## config.mk

```make
export PLATFORM = sky130hd
export DESIGN_NAME = sync_fifo_flags
export DESIGN_NICKNAME = d
export VERILOG_FILES = /design/src/rtl/sync_fifo_flags_pkg.sv /design/src/rtl/sync_fifo_flags_ram.sv /design/src/rtl/sync_fifo_flags.sv
export SDC_FILE = /design/constraint.sdc
export NUM_CORES = 1
export LEC_CHECK = 0
export ABC_AREA = 1
export ABC_CLOCK_PERIOD_IN_PS = 7200
export CORE_MARGIN = 5
export CORE_UTILIZATION = 50
export DETAILED_ROUTE_END_ITERATION = 8
export MAX_ROUTING_LAYER = met4
export PLACE_DENSITY = 0.68
export REMOVE_ABC_BUFFERS = 1
export SLEW_MARGIN = 25
export SYNTH_ARGS = -nofsm -noshare
export SYNTH_HDL_FRONTEND = slang
export SYNTH_SLANG_ARGS = --single-unit
```

## constraint.sdc

```tcl
create_clock -name clk -period 7.2 [get_ports clk]
set_clock_uncertainty 0.2 [all_clocks]
set_input_delay 1.44 -clock clk [delete_from_list [all_inputs] [get_ports clk]]
set_output_delay 1.44 -clock clk [all_outputs]
set_load 0.05 [all_outputs]
```

## src/rtl/sync_fifo_flags_pkg.sv

```systemverilog
// ----------------------------------------------------------------------------
// sync_fifo_flags_pkg
// Shared constants for the single-clock FIFO and its users (e.g. packetizer).
//   DEF_DATA_WIDTH / DEF_ADDR_WIDTH : default word width and address width
//   FIFO_MODE_STD / FIFO_MODE_FWFT  : read-mode selector values for FWFT
//   fifo_depth()                    : capacity in words for an address width
// ----------------------------------------------------------------------------
package sync_fifo_flags_pkg;

   localparam int DEF_DATA_WIDTH = 8;
   localparam int DEF_ADDR_WIDTH = 4;

   localparam int FIFO_MODE_STD  = 0;
   localparam int FIFO_MODE_FWFT = 1;

   function automatic int fifo_depth(input int addr_width);
      return 1 << addr_width;
   endfunction

endpackage

```

## src/rtl/sync_fifo_flags_ram.sv

```systemverilog
// ----------------------------------------------------------------------------
// fifo_ram
// Simple dual-port storage for the FIFO: one synchronous write port and one
// asynchronous read port, DATA_WIDTH x (1 << ADDR_WIDTH). Contents are never
// reset.
//   clk      : write clock
//   wr_en    : write strobe
//   wr_addr  : write address
//   wr_data  : write data
//   rd_addr  : read address
//   rd_data  : combinational read data at rd_addr
// ----------------------------------------------------------------------------
module fifo_ram
   import sync_fifo_flags_pkg::*;
#(
   parameter int DATA_WIDTH = DEF_DATA_WIDTH,
   parameter int ADDR_WIDTH = DEF_ADDR_WIDTH
) (
   input  logic                  clk,
   input  logic                  wr_en,
   input  logic [ADDR_WIDTH-1:0] wr_addr,
   input  logic [DATA_WIDTH-1:0] wr_data,
   input  logic [ADDR_WIDTH-1:0] rd_addr,
   output logic [DATA_WIDTH-1:0] rd_data
);

   localparam int DEPTH = fifo_depth(ADDR_WIDTH);

   logic [DATA_WIDTH-1:0] mem [DEPTH];

   always_ff @(posedge clk) begin
      if (wr_en) begin
         mem[wr_addr] <= wr_data;
      end
   end

   assign rd_data = mem[rd_addr];

endmodule

```

## src/rtl/sync_fifo_flags.sv

```systemverilog
// ----------------------------------------------------------------------------
// sync_fifo_flags
// Single-clock FIFO with fill level, programmable almost-full/almost-empty
// flags, selectable standard or first-word-fall-through read, synchronous
// flush and sticky overflow/underflow flags.
//   clk, rst        : clock, synchronous active-high reset
//   flush           : synchronous clear of contents and error flags
//   wr_data_in/wr_en: write port; fifo_full / almost_full status
//   rd_en           : read request (FWFT: acknowledge of the head word)
//   rd_data_out     : read data, qualified by data_out_valid
//   fifo_empty / almost_empty : empty-side status
//   fill_count      : number of stored words, 0..DEPTH
//   overflow / underflow : sticky rejected-access flags
// ----------------------------------------------------------------------------
module sync_fifo_flags
   import sync_fifo_flags_pkg::*;
#(
   parameter int DATA_WIDTH    = DEF_DATA_WIDTH,
   parameter int ADDR_WIDTH    = DEF_ADDR_WIDTH,
   parameter int AFULL_THRESH  = fifo_depth(ADDR_WIDTH) - 2,
   parameter int AEMPTY_THRESH = 1,
   parameter int FWFT          = FIFO_MODE_STD
) (
   input  logic                  clk,
   input  logic                  rst,
   input  logic                  flush,
   input  logic [DATA_WIDTH-1:0] wr_data_in,
   input  logic                  wr_en,
   output logic                  fifo_full,
   output logic                  almost_full,
   input  logic                  rd_en,
   output logic [DATA_WIDTH-1:0] rd_data_out,
   output logic                  fifo_empty,
   output logic                  almost_empty,
   output logic                  data_out_valid,
   output logic [ADDR_WIDTH:0]   fill_count,
   output logic                  overflow,
   output logic                  underflow
);

   localparam int CNT_W = ADDR_WIDTH + 1;
   localparam int DEPTH = fifo_depth(ADDR_WIDTH);

   localparam logic [CNT_W-1:0] DEPTH_CNT  = CNT_W'(DEPTH);
   localparam logic [CNT_W-1:0] AFULL_CNT  = CNT_W'(AFULL_THRESH);
   localparam logic [CNT_W-1:0] AEMPTY_CNT = CNT_W'(AEMPTY_THRESH);

   // Refuse to build with an unusable geometry, threshold or read mode.
   if (ADDR_WIDTH < 1 || DEPTH != (1 << ADDR_WIDTH)) begin : g_bad_depth
      $error("sync_fifo_flags: DEPTH must equal 1 << ADDR_WIDTH with ADDR_WIDTH >= 1");
   end
   if (AFULL_THRESH < 1 || AFULL_THRESH > DEPTH) begin : g_bad_afull
      $error("sync_fifo_flags: AFULL_THRESH must lie in 1..DEPTH");
   end
   if (AEMPTY_THRESH < 0 || AEMPTY_THRESH > DEPTH - 1) begin : g_bad_aempty
      $error("sync_fifo_flags: AEMPTY_THRESH must lie in 0..DEPTH-1");
   end
   if (FWFT != FIFO_MODE_STD && FWFT != FIFO_MODE_FWFT) begin : g_bad_mode
      $error("sync_fifo_flags: FWFT must be FIFO_MODE_STD or FIFO_MODE_FWFT");
   end

   logic [ADDR_WIDTH-1:0] wr_ptr_q, wr_ptr_d;
   logic [ADDR_WIDTH-1:0] rd_ptr_q, rd_ptr_d;
   logic [CNT_W-1:0]      count_q, count_d;
   logic                  full_q, full_d;
   logic                  empty_q, empty_d;
   logic                  afull_q, afull_d;
   logic                  aempty_q, aempty_d;
   logic                  ovf_q, ovf_d;
   logic                  udf_q, udf_d;
   logic [DATA_WIDTH-1:0] rd_data_q, rd_data_d;
   logic                  valid_q, valid_d;

   logic                  push;
   logic                  pop;
   logic                  ram_we;
   logic [DATA_WIDTH-1:0] ram_rd_data;

   fifo_ram #(
      .DATA_WIDTH (DATA_WIDTH),
      .ADDR_WIDTH (ADDR_WIDTH)
   ) u_ram (
      .clk     (clk),
      .wr_en   (ram_we),
      .wr_addr (wr_ptr_q),
      .wr_data (wr_data_in),
      .rd_addr (rd_ptr_q),
      .rd_data (ram_rd_data)
   );

   // Accepts are judged against the registered flags, so a write at full is
   // dropped even when a pop frees a slot in the same cycle. Flush and reset
   // cycles must not touch memory either.
   assign push   = wr_en & ~full_q;
   assign pop    = rd_en & ~empty_q;
   assign ram_we = push & ~flush & ~rst;

   // Next-state for pointers, count, read register and error flags. The
   // status flags are derived from the next count so that they track
   // fill_count exactly, one cycle after the causing access.
   always_comb begin
      wr_ptr_d  = wr_ptr_q;
      rd_ptr_d  = rd_ptr_q;
      count_d   = count_q;
      ovf_d     = ovf_q;
      udf_d     = udf_q;
      rd_data_d = rd_data_q;
      valid_d   = 1'b0;

      if (flush) begin
         wr_ptr_d = '0;
         rd_ptr_d = '0;
         count_d  = '0;
         ovf_d    = 1'b0;
         udf_d    = 1'b0;
      end else begin
         if (push) begin
            wr_ptr_d = wr_ptr_q + 1'b1;
         end
         if (pop) begin
            rd_ptr_d  = rd_ptr_q + 1'b1;
            rd_data_d = ram_rd_data;
            valid_d   = 1'b1;
         end
         case ({push, pop})
            2'b10:   count_d = count_q + 1'b1;
            2'b01:   count_d = count_q - 1'b1;
            default: count_d = count_q;
         endcase
         ovf_d = ovf_q | (wr_en & full_q);
         udf_d = udf_q | (rd_en & empty_q);
      end

      full_d   = (count_d == DEPTH_CNT);
      empty_d  = (count_d == '0);
      afull_d  = (count_d >= AFULL_CNT);
      aempty_d = (count_d <= AEMPTY_CNT);
   end

   // Single register stage; reset clears everything except the memory.
   always_ff @(posedge clk) begin
      if (rst) begin
         wr_ptr_q  <= '0;
         rd_ptr_q  <= '0;
         count_q   <= '0;
         full_q    <= 1'b0;
         empty_q   <= 1'b1;
         afull_q   <= 1'b0;
         aempty_q  <= 1'b1;
         ovf_q     <= 1'b0;
         udf_q     <= 1'b0;
         rd_data_q <= '0;
         valid_q   <= 1'b0;
      end else begin
         wr_ptr_q  <= wr_ptr_d;
         rd_ptr_q  <= rd_ptr_d;
         count_q   <= count_d;
         full_q    <= full_d;
         empty_q   <= empty_d;
         afull_q   <= afull_d;
         aempty_q  <= aempty_d;
         ovf_q     <= ovf_d;
         udf_q     <= udf_d;
         rd_data_q <= rd_data_d;
         valid_q   <= valid_d;
      end
   end

   // In FWFT mode the head word is presented straight from memory whenever
   // the FIFO holds something; otherwise the registered read is used.
   assign rd_data_out    = (FWFT == FIFO_MODE_FWFT) ? ram_rd_data : rd_data_q;
   assign data_out_valid = (FWFT == FIFO_MODE_FWFT) ? ~empty_q : valid_q;

   assign fifo_full    = full_q;
   assign almost_full  = afull_q;
   assign fifo_empty   = empty_q;
   assign almost_empty = aempty_q;
   assign fill_count   = count_q;
   assign overflow     = ovf_q;
   assign underflow    = udf_q;

endmodule

```

==> flow_metrics.tcl <==
set metrics [dict create \
    ant_nets 0 \
    nets 615 \
    grt_usage 0.215 \
    yosysSeqAreaShare 0.680 \
    std_cell_rows 41 \
    cts_setup_buffers 0 \
    hold_depth 2 \
    r2r_cells 6 \
    outcome "completed" \
    fin_cells 779 \
    setup_viol 0 \
    clock_latency_ns 0.43 \
    critical-path-top-delay-family "simple AND/OR/NAND/NOR gates" \
    drc 0 \
    worst-setup-path-type "in2reg" \
    slew-limit-headroom 0.424 \
    post_drt_wl_per_cell_um 18.8 \
    antenna_found_initial 0 \
    cts_htree_levels 4 \
    ir_drop_v 0.000195 \
    worstPathRequired_ns 7.04 \
    drt_pass1_iterations 6 \
    cp_common_cell "nor2_1" \
    ctsHoldBuffers 0 \
    drive_gt1_frac 0.124 \
    path_depth 6 \
    totalWireLength_um 14700 \
    worst_pin_slew_ns 0.861 \
    grt_max_degree 67 \
    grt_first_pass_wirelength_um 23300 \
    netlist_area_um2 6470 \
    drv_slew 0 \
    startpoint "flush" \
    syn_inst 565 \
    rsz0062_at_grt "false" \
    num_vias 4302 \
    max_cap_violations 0 \
    ctsResizeCount 0 \
    synth_seq_cells 156 \
    cp_slowest_cell "nor2_1" \
    path_buf_inv 2 \
    initial_core_util 0.511 \
    avgSynthCellArea_um2 11.5 \
    p_leak_nw 2.58 \
    syn2layout_area_growth_pct 16.6 \
    final_common_cell "edfxtp_1" \
    arrival_ns 3.64 \
    io_buffer_count 32 \
    mostFrequentLayoutCells "edfxtp_1 (128), nor2_1 (95), o21ai_0 (53)" \
    fmax_mhz 263 \
    yosysWarnings 0 \
    finalSetupTns_ns 0 \
    synthArstFlopShare 0 \
    tritoncts "done" \
    rr_startpoint "rd_ptr_q[3]" \
    diodes 0 \
    period_needed_ns 3.80 \
    crit_path_cell_trace "clkdlybuf4s50_1 > nor2_2 > inv_2 > nor2_1 > nand2_1 > nor2_1" \
    clk_pin_slew_ns 0.06 \
    hp-start "underflow" \
    first_iter_violations 456 \
    ios 33 \
    dp_hpwl_um 9310 \
    fp.dieH_um 124 \
    cp-end-kind "register" \
    clock-sinks 156 \
    rrSetupSlack_ns 4.51 \
    cts-root-buf "clkbuf_16" \
    avgViaCountPerCell 5.52 \
    crit_path_start_kind "primary input" \
    dieArea_um2 15300 \
    path_max_fanout 10 \
    hold_viol_final 0 \
    yosysUniqueCellTypes 27 \
    grt_pass1_vias 4210 \
    grt_remaining_overflow 0 \
    rr_endpoint "rd_data_out[0]" \
    synth_ff_type "edfxtp_1" \
    whs_ns 0.299 \
    period_share 0.528 \
    hold_end "underflow" \
    coreArea_um2 12700 \
    power_density_nw_per_um2 278 \
    hold_class "reg2reg" \
    clock_path_buffers 2 \
    cpPeakStageDelay_ns 0.68 \
    fp.dieW_um 124 \
    numCtsBuffers 17 \
    dp.cells 747 \
    gp_congestion 0.860 \
    synth_edf_count 128 \
]
[power breakdown]
part	leakage [nW]	internal [mW]	total (mW)	switching (mW)
Combinational	0.889	0.0535	0.177	0.123
Clock	0.315	0.593	0.921	0.328
Sequential	1.38	0.989	0.997	0.00835
[registers in the layout, indices dropped and copies added, names as in the netlist]
register        count
underflow           1
fifo_empty          1
data_out_valid      1
almost_full         1
almost_empty        1
u_ram.mem         128
wr_ptr_q            4
overflow            1
rd_ptr_q            4
fill_count          5
fifo_full           1
rd_data_out         8
[routing by layer]
layer,vias up,GRT usage,part of all wire,routed length (um)
met5,-,-,0,0
met4,0,0.0616,0.012,174
met3,14,0.0500,0.066,968
met2,143,0.333,0.49,7160
met1,2086,0.285,0.43,6360
li1,2059,-,-,-
[stage by stage]
stage                     setup WS, ns  area, um2  power [mW]   util
after CTS                         3.28       7530        2.11  0.594
after global routing              3.20       7550        2.16  0.596
after floorplan                   3.94       6310        1.12      -
final                             3.40       7550        2.09  0.596
after global placement            2.88       6880        1.19  0.543
after detailed placement          2.84       6900        1.19  0.544
[cell type report]
type | count | area [um2]
clock inverters | 3 | 40.0
repair buffers | 37 | 358
multi-input cells | 344 | 1790
flip-flops and latches | 156 | 4410
inverters | 38 | 143
clock buffers | 29 | 594
well taps | 172 | 215
fillers | 1013 | 5120
[worst max-delay path by stage]
stage	endpoint	slack [ns]
floorplan	almost_full	3.94
global placement	u_ram.mem[2][5]	2.88
detailed placement	u_ram.mem[14][6]	2.84
CTS	u_ram.mem[14][1]	3.28
global route	u_ram.mem[1][3]	3.20
finish	u_ram.mem[1][3]	3.40
[worst register-to-register path, stage by stage (launching register included)]
cell	delay, ns
dfxtp_1	0.76
clkinv_1	0.78
o211ai_1	0.48
nand3_1	0.20
nand3_1	0.12
nand2_1	0.05
inv_1	0.04
[cells in the mapped netlist (9+ instances only)]
master    count  area share
o21ai_0      53       0.041
nor2_1       95       0.055
inv_2        10      0.0058
buf_2        10      0.0077
inv_1        25       0.014
o211ai_1     24       0.028
nand2_1      45       0.026
nand3_1      34       0.026
o21ai_1      22       0.017
edfxtp_1    128        0.59
nor3_1       10      0.0077
dfxtp_1      28       0.087
nor2_2       22       0.021
a21oi_1       9      0.0070
clkbuf_1      9      0.0052
[cells by family (layout without fill, tap and decap cells)]
kind of cell               count (synthesis)  count (layout)  synth area share
AOI/OAI and AO/OA                        125             125             0.114
xor gates and xnor gates                   1               1           0.00135
adders and majority gates                  8               8            0.0155
buffers and inverters                     65             107            0.0477
DFF                                      156             156             0.680
and+or+nand+nor                          210             210             0.141
(Power assumes the default switching activity.)
